<file path="src/rtl/pattern_pkg.sv">
// Shared definitions for the stream pattern source: pattern modes and FSM state encoding.
package pattern_pkg;

   typedef enum logic [1:0] {
      MODE_COUNT = 2'd0,
      MODE_LFSR  = 2'd1,
      MODE_WALK  = 2'd2,
      MODE_CONST = 2'd3
   } mode_e;

   typedef enum logic [1:0] {
      IDLE = 2'd0,
      RUN  = 2'd1,
      GAP  = 2'd2
   } state_e;

endpackage

</file>
<file path="src/rtl/pattern_step.sv">
// Combinational pattern arithmetic: the first value of a burst and the value following a beat.
module pattern_step
   import pattern_pkg::*;
#(
   parameter int DATA_WIDTH = 8
) (
   input  mode_e                  mode,
   input  logic [DATA_WIDTH-1:0]  value,
   input  logic [DATA_WIDTH-1:0]  step,
   input  logic [DATA_WIDTH-1:0]  taps,
   input  mode_e                  start_mode,
   input  logic [DATA_WIDTH-1:0]  seed,
   output logic [DATA_WIDTH-1:0]  next_value,
   output logic [DATA_WIDTH-1:0]  first_value
);

   always_comb begin
      // NOTE: every output gets a default before the case so no path leaves it unassigned (no latch).
      next_value = value;
      case (mode)
         MODE_COUNT: next_value = value + step;
         MODE_LFSR:  next_value = (value >> 1) ^ (value[0] ? taps : '0);
         MODE_WALK:  next_value = {value[DATA_WIDTH-2:0], value[DATA_WIDTH-1]};
         default:    next_value = value;
      endcase
   end

   always_comb begin
      first_value = seed;
      case (start_mode)
         // An all-zero Galois LFSR never leaves zero, so substitute 1.
         MODE_LFSR: if (seed == '0) first_value = DATA_WIDTH'(1);
         MODE_WALK: first_value = DATA_WIDTH'(1);
         default:   first_value = seed;
      endcase
   end

endmodule

</file>
<file path="src/rtl/stream_pattern_gen.sv">
// Valid/ready burst pattern source: FSM, beat and gap counters, output registers.
module stream_pattern_gen
   import pattern_pkg::*;
#(
   parameter int                    DATA_WIDTH = 8,
   parameter int                    LEN_WIDTH  = 8,
   parameter logic [DATA_WIDTH-1:0] LFSR_TAPS  = DATA_WIDTH'(8'hB8),
   parameter int                    GAP_CYCLES = 0
) (
   input  logic                  aclk,
   input  logic                  areset,
   input  logic                  enable,
   input  logic [1:0]            mode,
   input  logic [DATA_WIDTH-1:0] seed,
   input  logic [DATA_WIDTH-1:0] step,
   input  logic [LEN_WIDTH-1:0]  burst_len,
   output logic [DATA_WIDTH-1:0] data_out,
   output logic                  valid,
   input  logic                  ready,
   output logic                  last,
   output logic                  busy
);

   localparam int GAP_W = (GAP_CYCLES > 1) ? $clog2(GAP_CYCLES) : 1;
   localparam logic [GAP_W-1:0] GAP_LAST = GAP_W'((GAP_CYCLES > 0) ? GAP_CYCLES - 1 : 0);

   state_e                  state_q, state_d;
   mode_e                   mode_q, mode_d;
   logic [DATA_WIDTH-1:0]   data_q, data_d;
   logic [DATA_WIDTH-1:0]   step_q, step_d;
   logic [LEN_WIDTH-1:0]    len_q, len_d;
   logic [LEN_WIDTH-1:0]    beat_q, beat_d;
   logic [GAP_W-1:0]        gap_q, gap_d;
   logic [DATA_WIDTH-1:0]   next_value, first_value;
   logic                    start;

   pattern_step #(.DATA_WIDTH(DATA_WIDTH)) u_step (
      .mode        (mode_q),
      .value       (data_q),
      .step        (step_q),
      .taps        (LFSR_TAPS),
      .start_mode  (mode_e'(mode)),
      .seed        (seed),
      .next_value  (next_value),
      .first_value (first_value)
   );

   always_comb begin
      state_d = state_q;
      mode_d  = mode_q;
      data_d  = data_q;
      step_d  = step_q;
      len_d   = len_q;
      beat_d  = beat_q;
      gap_d   = gap_q;
      start   = 1'b0;

      case (state_q)
         IDLE: start = enable;
         RUN: begin
            // valid is implied by RUN, so ready alone marks an accepted beat.
            if (ready) begin
               if (beat_q == len_q) begin
                  if (GAP_CYCLES > 0) begin
                     state_d = GAP;
                     gap_d   = '0;
                  end else if (enable) begin
                     start = 1'b1;
                  end else begin
                     state_d = IDLE;
                  end
               end else begin
                  data_d = next_value;
                  beat_d = beat_q + LEN_WIDTH'(1);
               end
            end
         end
         GAP: begin
            if (gap_q == GAP_LAST) state_d = IDLE;
            else                   gap_d   = gap_q + GAP_W'(1);
         end
         default: state_d = IDLE;
      endcase

      if (start) begin
         state_d = RUN;
         mode_d  = mode_e'(mode);
         step_d  = step;
         len_d   = burst_len;
         data_d  = first_value;
         beat_d  = '0;
      end
   end

   // NOTE: state registers use non-blocking assignments so all flops update together at the edge.
   always_ff @(posedge aclk or posedge areset) begin
      if (areset) begin
         state_q <= IDLE;
         mode_q  <= MODE_COUNT;
         data_q  <= '0;
         step_q  <= '0;
         len_q   <= '0;
         beat_q  <= '0;
         gap_q   <= '0;
      end else begin
         state_q <= state_d;
         mode_q  <= mode_d;
         data_q  <= data_d;
         step_q  <= step_d;
         len_q   <= len_d;
         beat_q  <= beat_d;
         gap_q   <= gap_d;
      end
   end

   assign data_out = data_q;
   assign valid    = (state_q == RUN);
   assign last     = (state_q == RUN) && (beat_q == len_q);
   assign busy     = (state_q != IDLE);

endmodule

</file>
<file path="config.mk">
export PLATFORM = sky130hd
export DESIGN_NAME = stream_pattern_gen
export DESIGN_NICKNAME = d
export VERILOG_FILES = /design/src/rtl/pattern_pkg.sv /design/src/rtl/pattern_step.sv /design/src/rtl/stream_pattern_gen.sv
export SDC_FILE = /design/constraint.sdc
export NUM_CORES = 1
export LEC_CHECK = 0
export ABC_AREA = 1
export CORE_MARGIN = 5
export CORE_UTILIZATION = 39
export DETAILED_ROUTE_END_ITERATION = 16
export GPL_TIMING_DRIVEN = 0
export PLACE_DENSITY_LB_ADDON = 0.12
export SYNTH_ARGS = -nofsm -noshare
export SYNTH_HDL_FRONTEND = slang
export SYNTH_SLANG_ARGS = --single-unit
</file>
<file path="constraint.sdc">
create_clock -name aclk -period 1.6 [get_ports aclk]
set_input_delay 0.24 -clock aclk [delete_from_list [all_inputs] [get_ports aclk]]
set_output_delay 0.24 -clock aclk [all_outputs]
set_load 0.01 [all_outputs]
</file>
Word level (Yosys, flattened, before mapping):

Cells that the tools add are included.

* $add $sub $neg: 3
* multiply operators: 0
* div/mod/pow operators: 0
* magnitude comparators: 0
* eq/ne operators: 13
* shift-type cells: 0
* multiplexer cells: 23
* bitwise gates (word level): 1
* reductions and logical operators: 11

Operators with widths (count)
* two-way mux 8 bit: 10
* case mux 8 bit (3 select lines): 1
* case mux 8 bit (2 select lines): 1
* two-way mux 2 bit: 5
* adder 8 x 1 -> 8 bit, second input constant: 1
* adder 8 bit: 1
* equality test 8 bit: 1
* zero test 8 bit: 1
* bitwise XOR 7 x 8 -> 8 bit: 1
* equality test 2 x 1 -> 1 bit, second input constant: 3
* equality test 2 bit, second input constant: 3
* != test 3 x 1 -> 1 bit, second input constant: 2
* case mux 2 bit (3 select lines): 1
* nonzero test 2 bit: 3
* AND reduction 5 bit: 1
* zero test 2 bit: 2
* two-way mux 1 bit: 4
* != test 2 bit, second input constant: 2
* AND reduction 4 bit: 1
* nonzero test 4 bit: 1
* != test 3 x 2 -> 1 bit, second input constant: 1
* != test 3 bit, second input constant: 1
* AND reduction 3 bit: 1
* case mux 1 bit (2 select lines): 1
* other kinds (2): 2

* bits in registers: 37
* bits in latches: 0
* bits in writable memories: 0
* bits in read-only memories: 0
* input port bits: 30
* output and inout bits: 11
* logic and storage cells: 58
* memories: 0

Longest topological paths before layout:

Gate-level depths: netlist of the first run.

* depth in word-level cells: 7
* mapped depth: 13
* depth with buffers taken out: 12

By module:

From an unflattened synthesis of the first run, not the netlist that was laid out.

* cells, all modules: 370
* area total of the unflattened synthesis: 2566.2 sq um

Modules (own cells, without submodules)
* stream_pattern_gen: instances 1, cells an instance 221, area an instance 1786.7 sq um, sequential area each 875.8 sq um
* pattern_step: instances 1, cells an instance 149, area an instance 779.5 sq um, sequential area each 0.0 sq um

Least setup slack after synthesis of the first run:

OpenSTA, ideal clock, no wires.

* path kind: flip-flop to flip-flop
* from: reg data_q[0], in the netlist data_out[0]
* to: reg data_q[4], in the netlist data_out[4]
* library setup time: 117 ps
* arrival: 1576 ps
* required time: 1483 ps
* slack: -92 ps
* cell stages (with the launch flop): 13
* path buffers: 0
* period minus slack after synthesis: 1692 ps
* cell sequence: dfrtp_1 -> ha_1 -> inv_1 -> fa_1 -> inv_1 -> nand3_1 -> nand3_1 -> xnor2_1 -> o21ai_0 -> nand2_1 -> nand2_1 -> nand2_1 -> nand2_1

* cells in the longest elaborated chain, start to end: 7
* elaborated cells between the ends (all ways): 8
* classes of those cells: 1 x add/sub; 6 x mux; 1 x bitwise

Ends and longest elaborated chain
* from (decl): RTL line stream_pattern_gen.sv:29 `logic [DATA_WIDTH-1:0] data_q, data_d;`
* from (signal assigned): RTL line stream_pattern_gen.sv:108 `data_q <= data_d;`
* parallel branches: the longest is 2 deep, another holds adder 8 bit
* case mux 8 bit (3 select lines) (*): RTL line pattern_step.sv:20 `case (mode)`
* two-way mux 8 bit (*): RTL line stream_pattern_gen.sv:63 `if (beat_q == len_q) begin`
* two-way mux 8 bit (*): RTL line stream_pattern_gen.sv:62 `if (ready) begin`
* two-way mux 8 bit (*): RTL line stream_pattern_gen.sv:58 `case (state_q)`
* two-way mux 8 bit (*): RTL line stream_pattern_gen.sv:85 `if (start) begin`

Mark *: on every way between the ends. The select of a mux whose other input is x is not followed.
A chain may end at the register's enable or synchronous reset.

Worst setup path after layout of the first run:

Same ends and word-level chain as after synthesis.

==> impl_metrics.py, run 1 <==
metrics = {
    "floorplanning": {
        "die_x_um": 88.79,
        "start_util_pct": 40.41,
        "pin_count": 41,
        "fp.dieH_um": 88.79,
        "die_area_um2": 7884,
        "core_um2": 5991,
        "std_cell_rows": 28,
    },
    "drt": {
        "drt_iter0_drc": 176,
        "wl_per_cell_um": 15.17,
        "vias": 2499,
        "vias_per_cell": 5.079,
        "first_pass_iters": 4,
        "wl_um": 7463,
        "ant_nets": 0,
        "drc_errors": 0,
    },
    "global_routing": {
        "grtUsageTotal_pct": 18.01,
        "grt_max_degree": 36,
        "antenna_found_initial": 0,
        "gr-total-overflow": 0,
        "grt_pass1_wl_um": 10920,
        "grt_pass1_vias": 2276,
    },
    "clock_tree": {
        "clock_sinks": 35,
        "holdBufCountCts": 0,
        "cts_made_buffers": 5,
        "clkSlewWorstSetupHoldPaths_ps": 80,
        "clock_latency_ps": 300,
        "cts-htree-levels": 2,
        "cts_tree": "yes",
        "clock-root-buffer": "clkbuf_8",
        "cts.path.max_buffers": 2,
    },
    "yosys": {
        "seq_area_frac_synth_pct": 36.18,
        "synth_top_area_share_pct": 36.18,
        "avgSynthCellArea_um2": 7.184,
        "synth.net_count": 381,
        "yosys.area.top_type": "dfrtp_1",
        "ys_top_cells_by_area": "dfrtp_1 (36%), nand2_1 (19%), nand3_1 (7.2%), ha_1 (6.7%), inv_1 (5.4%)",
        "synth.distinct_cells": 29,
        "syn_inst": 337,
        "yosys_warnings": 0,
        "syn_area_um2": 2421,
        "synth_seq_cells": 35,
    },
    "final_layout": {
        "finalNonFillerCells": 492,
        "final_common_cell": "nand2_1",
        "seqCellArea_um2": 880.8,
        "syn_to_final_growth_pct": 52.97,
        "diodes": 0,
        "multiInputGateArea_um2": 1594,
        "utilization_pct": 61.82,
        "final_cell_mix": "nand2_1 (94), clkdlybuf4s50_1 (37), dfrtp_1 (31), inv_1 (29), buf_4 (25)",
        "fillers": 542,
        "final_cell_area_um2": 3704,
        "final_nets": 460,
        "drive_above_1_share_pct": 29.26,
    },
    "pwr": {
        "power-per-cell-area_nw_per_um2": 1908,
        "ir_drop_uv": 821.7,
        "p_leak_nw": 1.797,
        "p_total_mw": 7.065,
    },
    "timing": {
        "fin_crit_ps": 1721,
        "maxSlewViolCount": 0,
        "relSlewSlack_pct": 47.83,
        "hold_ws_ps": 391.3,
        "tns_ps": -1683,
        "fin_crit_sh_pct": 107.6,
        "tightest_slew_ps": 781.4,
        "layout_setup_ws_ps": -121.4,
        "setup_viol": 31,
        "hold_viol": 0,
        "skew_ps": 4.601,
        "rsz0062_at_grt": "yes",
        "max_freq_mhz": 580.9,
    },
    "setup_path": {
        "arrival_ps": 1920,
        "crit_fanout": 2,
        "required_ps": 1790,
        "critPathKind": "flip-flop to flip-flop",
        "worstRegToRegCells": 12,
        "start_kind": "flip-flop",
        "critPathCaptureType": "flip-flop",
    },
    "placement": {
        "dp_hpwl_um": 4732,
        "dp_slack_ps": -298.1,
        "place_congestion": 0.8736,
        "io_buffers": 40,
        "placed_cells": 452,
        "place_area_um2": 2930,
    },
    "run_status": {
        "violations": "negative setup slack",
        "status": "finished with violations",
    },
    "job": {
        "maxCapViolCount": 0,
    },
    "min_path": {
        "worstHoldPathType": "input pin to async pin",
    },
}
-- cell families after synthesis --
| logic type | synth area share [%] |
|---|---|
| XOR/XNOR | 6.512 |
| adder cells (fa/ha/maj) | 7.545 |
| buffers and inverters | 9.509 |
| AO/OA/AOI/OAI | 6.977 |
| flip-flops | 36.18 |
| AND/OR/NAND/NOR | 33.28 |
-- critical path, cell delays in order (launching register included) --
cell and delay (ps):
dfrtp_1 370, ha_2 200, inv_2 40, fa_2 360, inv_2 90, nand3_2 60
nand3_2 60, xnor2_1 120, o21ai_1 110, nand2_1 70, nand2_1 40, nand2_1 50
nand2_1 40
-- where the power goes --
| group | leakage [nW] | total (mW) | switching [mW] | internal [mW] |
|---|---|---|---|---|
| sequential | 0.435 | 1.79 | 0.488 | 1.31 |
| clock | 0.0408 | 0.698 | 0.386 | 0.312 |
| combinational | 1.32 | 4.57 | 2.32 | 2.25 |
-- final cells by class --
class	count	share of cell area [%]
Buffer	9	3.446
Clock buffer	5	1.858
Clock inverter	3	0.6419
Inverter	36	3.953
Multi-Input combinational cell	255	43.04
Sequential cell	35	23.78
Tap cell	75	2.534
Timing Repair Buffer	74	20.74
-- registers in the layout, summed over array words and instances (netlist names) --
name and cells:
step_q 8, mode_q 2, state_q 1, len_q 8, data_out 8, beat_q 8
-- cells in the mapped netlist, drive strengths merged --
cell    count
nand3b      2
a21oi       8
nand2     124
inv        36
xor2        7
nor2       24
nand4       6
o21a        1
a21o        2
dfrtp      35
fa          1
o21ai      17
o22ai       1
buf         9
a22oi       1
clkbuf      2
nor3        1
ha         13
xnor2      11
nand3      36
-- routing by layer --
layer	GRT usage [%]	part of all wire (%)	vias up
met3	3.911	6.5	8
met4	5.495	1.0	0
met1	24.20	46	1170
met5	0	0	-
met2	28.95	47	90
li1	-	-	1231
-- final timing paths --
check / to / start / slack (ps)
hold / removal: len_q[4] / areset / 390
max in group asynchronous: beat_q[5] / areset / 650
min in group aclk: step_q[2] / step[2] / 460
setup reg to reg: data_out[4] / data_out[0] / -120
hold reg to reg: len_q[2] / len_q[2] / 530
setup / recovery: data_out[4] / data_out[0] / -120
-- timing repair --
action	CTS	global route
gates resized for setup	22	76
cloned	0	8
buffers inserted	18	8
setup endpoints to repair	39	40
pin swaps	10	16
No activity file was read; power rests on OpenSTA's default activity.
==> run 2, diff against run 1 <==
--- a/config.mk
+++ b/config.mk
@@ -11,6 +11,7 @@
 export DETAILED_ROUTE_END_ITERATION = 16
 export GPL_TIMING_DRIVEN = 0
 export PLACE_DENSITY_LB_ADDON = 0.12
+export SLEW_MARGIN = 40
 export SYNTH_ARGS = -nofsm -noshare
 export SYNTH_HDL_FRONTEND = slang
 export SYNTH_SLANG_ARGS = --single-unit
==> run 2 against run 1 <==
Net effect:
- the run still ends with negative setup slack left
- non-clock buffer count decreased by 3
- sequential cell count stayed put
- via count shrank 3.9%
- die area unchanged
- largest power group unchanged
- final cell count is 0.61% lower
- highest routed layer unchanged
- clock skew increased by 2.7 ps
- count of clock-buffer cells in the layout stayed put
- worst hold slack got worse by 180 ps
- setup slack improved by 24 ps
- global-route usage rose by 0.20 points
==> impl_metrics.py, run 2 (synthesis gave the netlist of run 1 again) <==
metrics = {
    "final_layout": {
        "syn_to_final_growth_pct": 44.86,
        "diodes": 0,
        "final_common_cell": "nand2_1",
        "finalNonFillerCells": 489,
        "final_cell_mix": "nand2_1 (112), clkdlybuf4s50_1 (37), dfrtp_1 (30), inv_1 (29), nand3_1 (29)",
        "final_nets": 457,
        "final_cell_area_um2": 3507,
        "drive_above_1_share_pct": 23.67,
    },
    "global_routing": {
        "antenna_found_initial": 0,
        "grtUsageTotal_pct": 18.21,
        "grt_pass1_wl_um": 10960,
        "gr-total-overflow": 0,
        "grt_max_degree": 23,
        "grt_pass1_vias": 2314,
    },
    "clock_tree": {
        "cts.path.max_buffers": 2,
        "cts_tree": "yes",
        "cts_made_buffers": 5,
        "clkSlewWorstSetupHoldPaths_ps": 90,
        "cts-htree-levels": 2,
        "clock_latency_ps": 300,
        "clock_sinks": 35,
        "clock-root-buffer": "clkbuf_8",
    },
    "floorplanning": {
        "pin_count": 41,
        "die_area_um2": 7884,
        "fp.dieH_um": 88.79,
        "core_um2": 5991,
        "std_cell_rows": 28,
        "die_x_um": 88.79,
        "start_util_pct": 40.41,
    },
    "timing": {
        "layout_setup_ws_ps": -97.24,
        "maxSlewViolCount": 0,
        "skew_ps": 7.298,
        "tightest_slew_ps": 334.3,
        "relSlewSlack_pct": 77.63,
        "fin_crit_sh_pct": 106.1,
        "max_freq_mhz": 589.2,
        "tns_ps": -1016,
        "fin_crit_ps": 1697,
        "setup_viol": 28,
        "hold_viol": 0,
        "rsz0062_at_grt": "yes",
    },
    "drt": {
        "first_pass_iters": 4,
        "drt_iter0_drc": 119,
        "ant_nets": 0,
        "drc_errors": 0,
        "wl_um": 6957,
        "vias_per_cell": 4.912,
        "vias": 2402,
        "wl_per_cell_um": 14.23,
    },
    "placement": {
        "io_buffers": 40,
        "place_congestion": 0.8736,
        "dp_hpwl_um": 4740,
        "place_area_um2": 2950,
        "placed_cells": 453,
    },
    "setup_path": {
        "critPathKind": "flip-flop to flip-flop",
        "path_common_cell": "nand2_1",
        "rrSetupSlack_ps": -100,
        "arrival_ps": 1890,
        "critPathCaptureType": "flip-flop",
        "path_delay_family": "adder cells",
        "crit_fanout": 2,
        "crit_buf_inv": 2,
        "required_ps": 1800,
        "path_cells": "ha_2, inv_2, fa_2, inv_2, nand3_2, nand3_2, xnor2_2, o21ai_1, nand2_1, nand2_1, nand2_1, nand2_1",
        "slowest_stage": "dfrtp_1",
        "max_stage_delay_ps": 370,
        "start_kind": "flip-flop",
    },
    "pwr": {
        "p_leak_nw": 1.723,
        "power-per-cell-area_nw_per_um2": 1898,
        "ir_drop_uv": 745.5,
    },
    "job": {
        "maxCapViolCount": 0,
    },
    "run_status": {
        "violations": "negative setup slack",
        "status": "finished with violations",
    },
    "min_path": {
        "worstHoldPathType": "input pin to async pin",
    },
}
-- run 2: changes by cell type in the layout (fill, tap and decap cells not counted), sizes merged --
cell    previous run  this run
buf               36        38
clkbuf            13         8
-- run 2: metal layers --
| layer | global-route usage (%) | share of wire, % | vias up |
|---|---|---|---|
| li1 | - | - | 1224 |
| met1 | 23.98 | 47 | 1096 |
| met2 | 28.68 | 45 | 67 |
| met3 | 4.190 | 5.6 | 15 |
| met4 | 7.555 | 2.6 | 0 |
| met5 | 0 | 0 | - |
-- run 2: cell type report --
cell class | instances | area [um^2]
timing repair buffer | 70 | 673.1
clock buffer | 5 | 68.82
tap | 75 | 93.84
buffer | 10 | 116.4
sequential | 35 | 882.1
fill | 578 | 2484
inverter | 36 | 146.4
clock inverter | 3 | 23.77
multi-input combinational | 255 | 1503
-- run 2: stage by stage --
step / setup slack [ps] / utilization, % / hold slack (ps) / power, mW
floorplan: -36.26 / - / 349.6 / 3.989
global placement: -367.8 / 48.91 / 472.2 / 4.869
detailed placement: -307.0 / 49.25 / 484.2 / 4.914
CTS: -82.75 / 53.55 / 222.4 / 5.979
global route: -209.9 / 58.54 / 239.3 / 7.272
finish: -97.24 / 58.54 / 207.6 / 6.658
-- run 2: path summary, 6_finish.rpt --
check	endpoint	cells past startpoint	from
max reg2reg	data_out[4]	12	step_q[0]
max	data_out[4]	12	step_q[0]
min	len_q[1]	2	areset
min in group aclk	step_q[2]	3	step[2]
min reg2reg	len_q[3]	2	len_q[3]
max in group asynchronous	data_out[4]	3	areset
-- run 2: repair_timing --
action                                  in CTS  in global routing
gates cloned                                 0                  2
endpoints found under the setup margin      38                 41
setup buffers                               17                 10
resized for setup                           16                 48
hold buffers                                 0                  0
pin swaps                                    9                  9
-- run 2: power by group --
group	internal, mW	switching (mW)
Sequential	1.31	0.439
Clock	0.312	0.390
Combinational	2.04	2.16
==> run 3, diff against run 2 <==
--- a/config.mk
+++ b/config.mk
@@ -9,7 +9,8 @@
 export CORE_MARGIN = 5
 export CORE_UTILIZATION = 39
 export DETAILED_ROUTE_END_ITERATION = 16
-export GPL_TIMING_DRIVEN = 0
+export GPL_ROUTABILITY_DRIVEN = 0
+export GPL_TIMING_DRIVEN = 1
 export PLACE_DENSITY_LB_ADDON = 0.12
 export SLEW_MARGIN = 40
 export SYNTH_ARGS = -nofsm -noshare
==> run 3 against run 2 <==
Net effect:
- the run still ends with negative setup slack left
- via count increased by 0.83%
- routed wire length shrank 4.1%
- core utilization grew 0.94 points
- die area stayed put
- register-to-register slack about the same
- final cell count up 2.7%
==> impl_metrics.py, run 3 (synthesis gave the netlist of run 1 again) <==
metrics = {
    "drt": {
        "wl_met2_um": 3060,
        "met1Wirelength_um": 3194,
        "wl_um": 6674,
        "first_pass_iters": 5,
        "ant_nets": 0,
        "wl_met3_um": 332,
        "vias_per_cell": 4.825,
        "routed.top_layer": "met4",
        "drt_iter0_drc": 145,
        "drc_errors": 0,
        "wl_per_cell_um": 13.29,
        "vias": 2422,
    },
    "placement": {
        "io_buffers": 40,
        "place_area_um2": 3198,
        "dp_slack_ps": -139.2,
        "dp_hpwl_um": 4850,
    },
    "pwr": {
        "p_seq_share_pct": 24.6,
        "clkPwrFrac_pct": 12.0,
        "power-per-cell-area_nw_per_um2": 1913,
        "p_leak_nw": 1.861,
        "p_total_mw": 6.817,
        "swShare_pct": 43.30,
        "p_switching_mw": 2.951,
        "ir_drop_uv": 978.1,
        "p_comb_share_pct": 63.4,
        "internal_power_mw": 3.865,
    },
    "global_routing": {
        "grt_pass1_vias": 2346,
        "grt_pass1_wl_um": 10590,
        "gr-total-overflow": 0,
        "antenna_found_initial": 0,
        "grt_max_degree": 36,
        "grtUsageTotal_pct": 17.25,
    },
    "setup_path": {
        "critPathCaptureType": "flip-flop",
        "rrSetupSlack_ps": -90,
        "worstRegToRegCells": 12,
        "r2r-end": "data_out[4]",
        "timing.rr.start": "step_q[0]",
        "crit_fanout": 2,
        "critPathKind": "flip-flop to flip-flop",
        "required_ps": 1790,
        "start_kind": "flip-flop",
        "arrival_ps": 1880,
    },
    "clock_tree": {
        "cts_tree": "yes",
        "clock-root-buffer": "clkbuf_8",
        "clock_latency_ps": 290,
        "clkSlewWorstSetupHoldPaths_ps": 80,
        "cts-htree-levels": 2,
        "clock_sinks": 35,
        "cts_made_buffers": 5,
        "holdBufCountCts": 0,
        "cts.path.max_buffers": 2,
    },
    "floorplanning": {
        "std_cell_rows": 28,
        "die_x_um": 88.79,
        "pin_count": 41,
        "start_util_pct": 40.41,
        "fp.dieH_um": 88.79,
        "die_area_um2": 7884,
        "core_um2": 5991,
    },
    "final_layout": {
        "drive_above_1_share_pct": 23.65,
        "final_common_cell": "nand2_1",
        "final_nets": 470,
        "seqCellArea_um2": 877.1,
        "syn_to_final_growth_pct": 47.18,
        "diodes": 0,
        "final_cell_area_um2": 3563,
        "final_cell_mix": "nand2_1 (113), buf_4 (41), dfrtp_1 (34), inv_1 (32), clkdlybuf4s50_1 (32)",
        "fillers": 566,
        "multiInputGateArea_um2": 1470,
        "utilization_pct": 59.48,
    },
    "min_path": {
        "worstHoldPathType": "input pin to async pin",
    },
    "timing": {
        "maxSlewViolCount": 0,
        "layout_setup_ws_ps": -91.53,
        "hold_viol": 0,
        "rsz0062_at_grt": "yes",
        "setup_viol": 8,
        "relSlewSlack_pct": 78.74,
        "max_freq_mhz": 591.2,
        "fin_crit_sh_pct": 105.7,
        "skew_ps": 5.135,
        "tightest_slew_ps": 318.5,
        "fin_crit_ps": 1692,
    },
    "run_status": {
        "status": "finished with violations",
        "violations": "negative setup slack",
    },
    "job": {
        "maxCapViolCount": 0,
    },
}
-- run 3: through the flow --
stage          hold slack, ps  TNS [ps]  instances
6_report                286.5    -354.7        502
5_1_grt                 303.5     -4260        502
4_1_cts                 295.9    -205.6        496
3_5_place_dp            480.4    -850.9        486
3_3_place_gp            476.8    -697.8        486
2_1_floorplan           349.6    -36.26        337
-- run 3: power by group through the flow --
stage / clock (mW) / sequential, mW / combinational (mW)
after global placement: 0 / 1.62 / 3.75
after CTS: 0.842 / 1.63 / 3.92
after floorplan: 0 / 1.65 / 2.34
final: 0.821 / 1.68 / 4.32
after detailed placement: 0 / 1.63 / 3.78
after global routing: 0.872 / 1.73 / 4.82
-- run 3: timing repair --
action / CTS / global route
buffers inserted: 2 / 5
hold endpoints to repair: 0 / 0
setup endpoints to repair: 17 / 40
pin swaps: 3 / 7
gates resized for setup: 14 / 40
cloned: 0 / 2
-- run 3: cell type report --
class                   instances  area share, %
inverters                      36          3.862
flip-flops and latches         35          24.61
repair buffers                 93          24.47
multi-input cells             255          41.26
clock buffers                   5          1.931
clock inverters                 3          1.229
well taps                      75          2.633
-- run 3: metal layers --
metal / global-route usage, % / vias up
li1: - / 1244
met1: 23.54 / 1108
met2: 27.73 / 59
met3: 4.004 / 11
met4: 3.984 / 0
met5: 0 / -
-- run 3: worst max path at each step --
stage | slack [ps] | from | to | cells past startpoint
2_1_floorplan | -40 | data_out[0] | data_out[4] | 12
3_3_place_gp | -110 | step_q[0] | data_out[4] | 12
3_5_place_dp | -140 | beat_q[1] | last | 8
4_1_cts | -90 | step_q[0] | data_out[4] | 12
5_1_grt | -210 | beat_q[7] | data_out[2] | 11
6_report | -90 | step_q[0] | data_out[4] | 12
-- run 3: worst max-delay path, stage by stage, from the launching register on --
cell and delay [ps]:
dfrtp_1 370, ha_2 200, inv_2 40, fa_2 360, inv_2 80, nand3_2 60
nand3_2 90, xnor2_2 130, o21ai_2 70, nand2_1 60, nand2_1 40, nand2_1 50
nand2_1 40
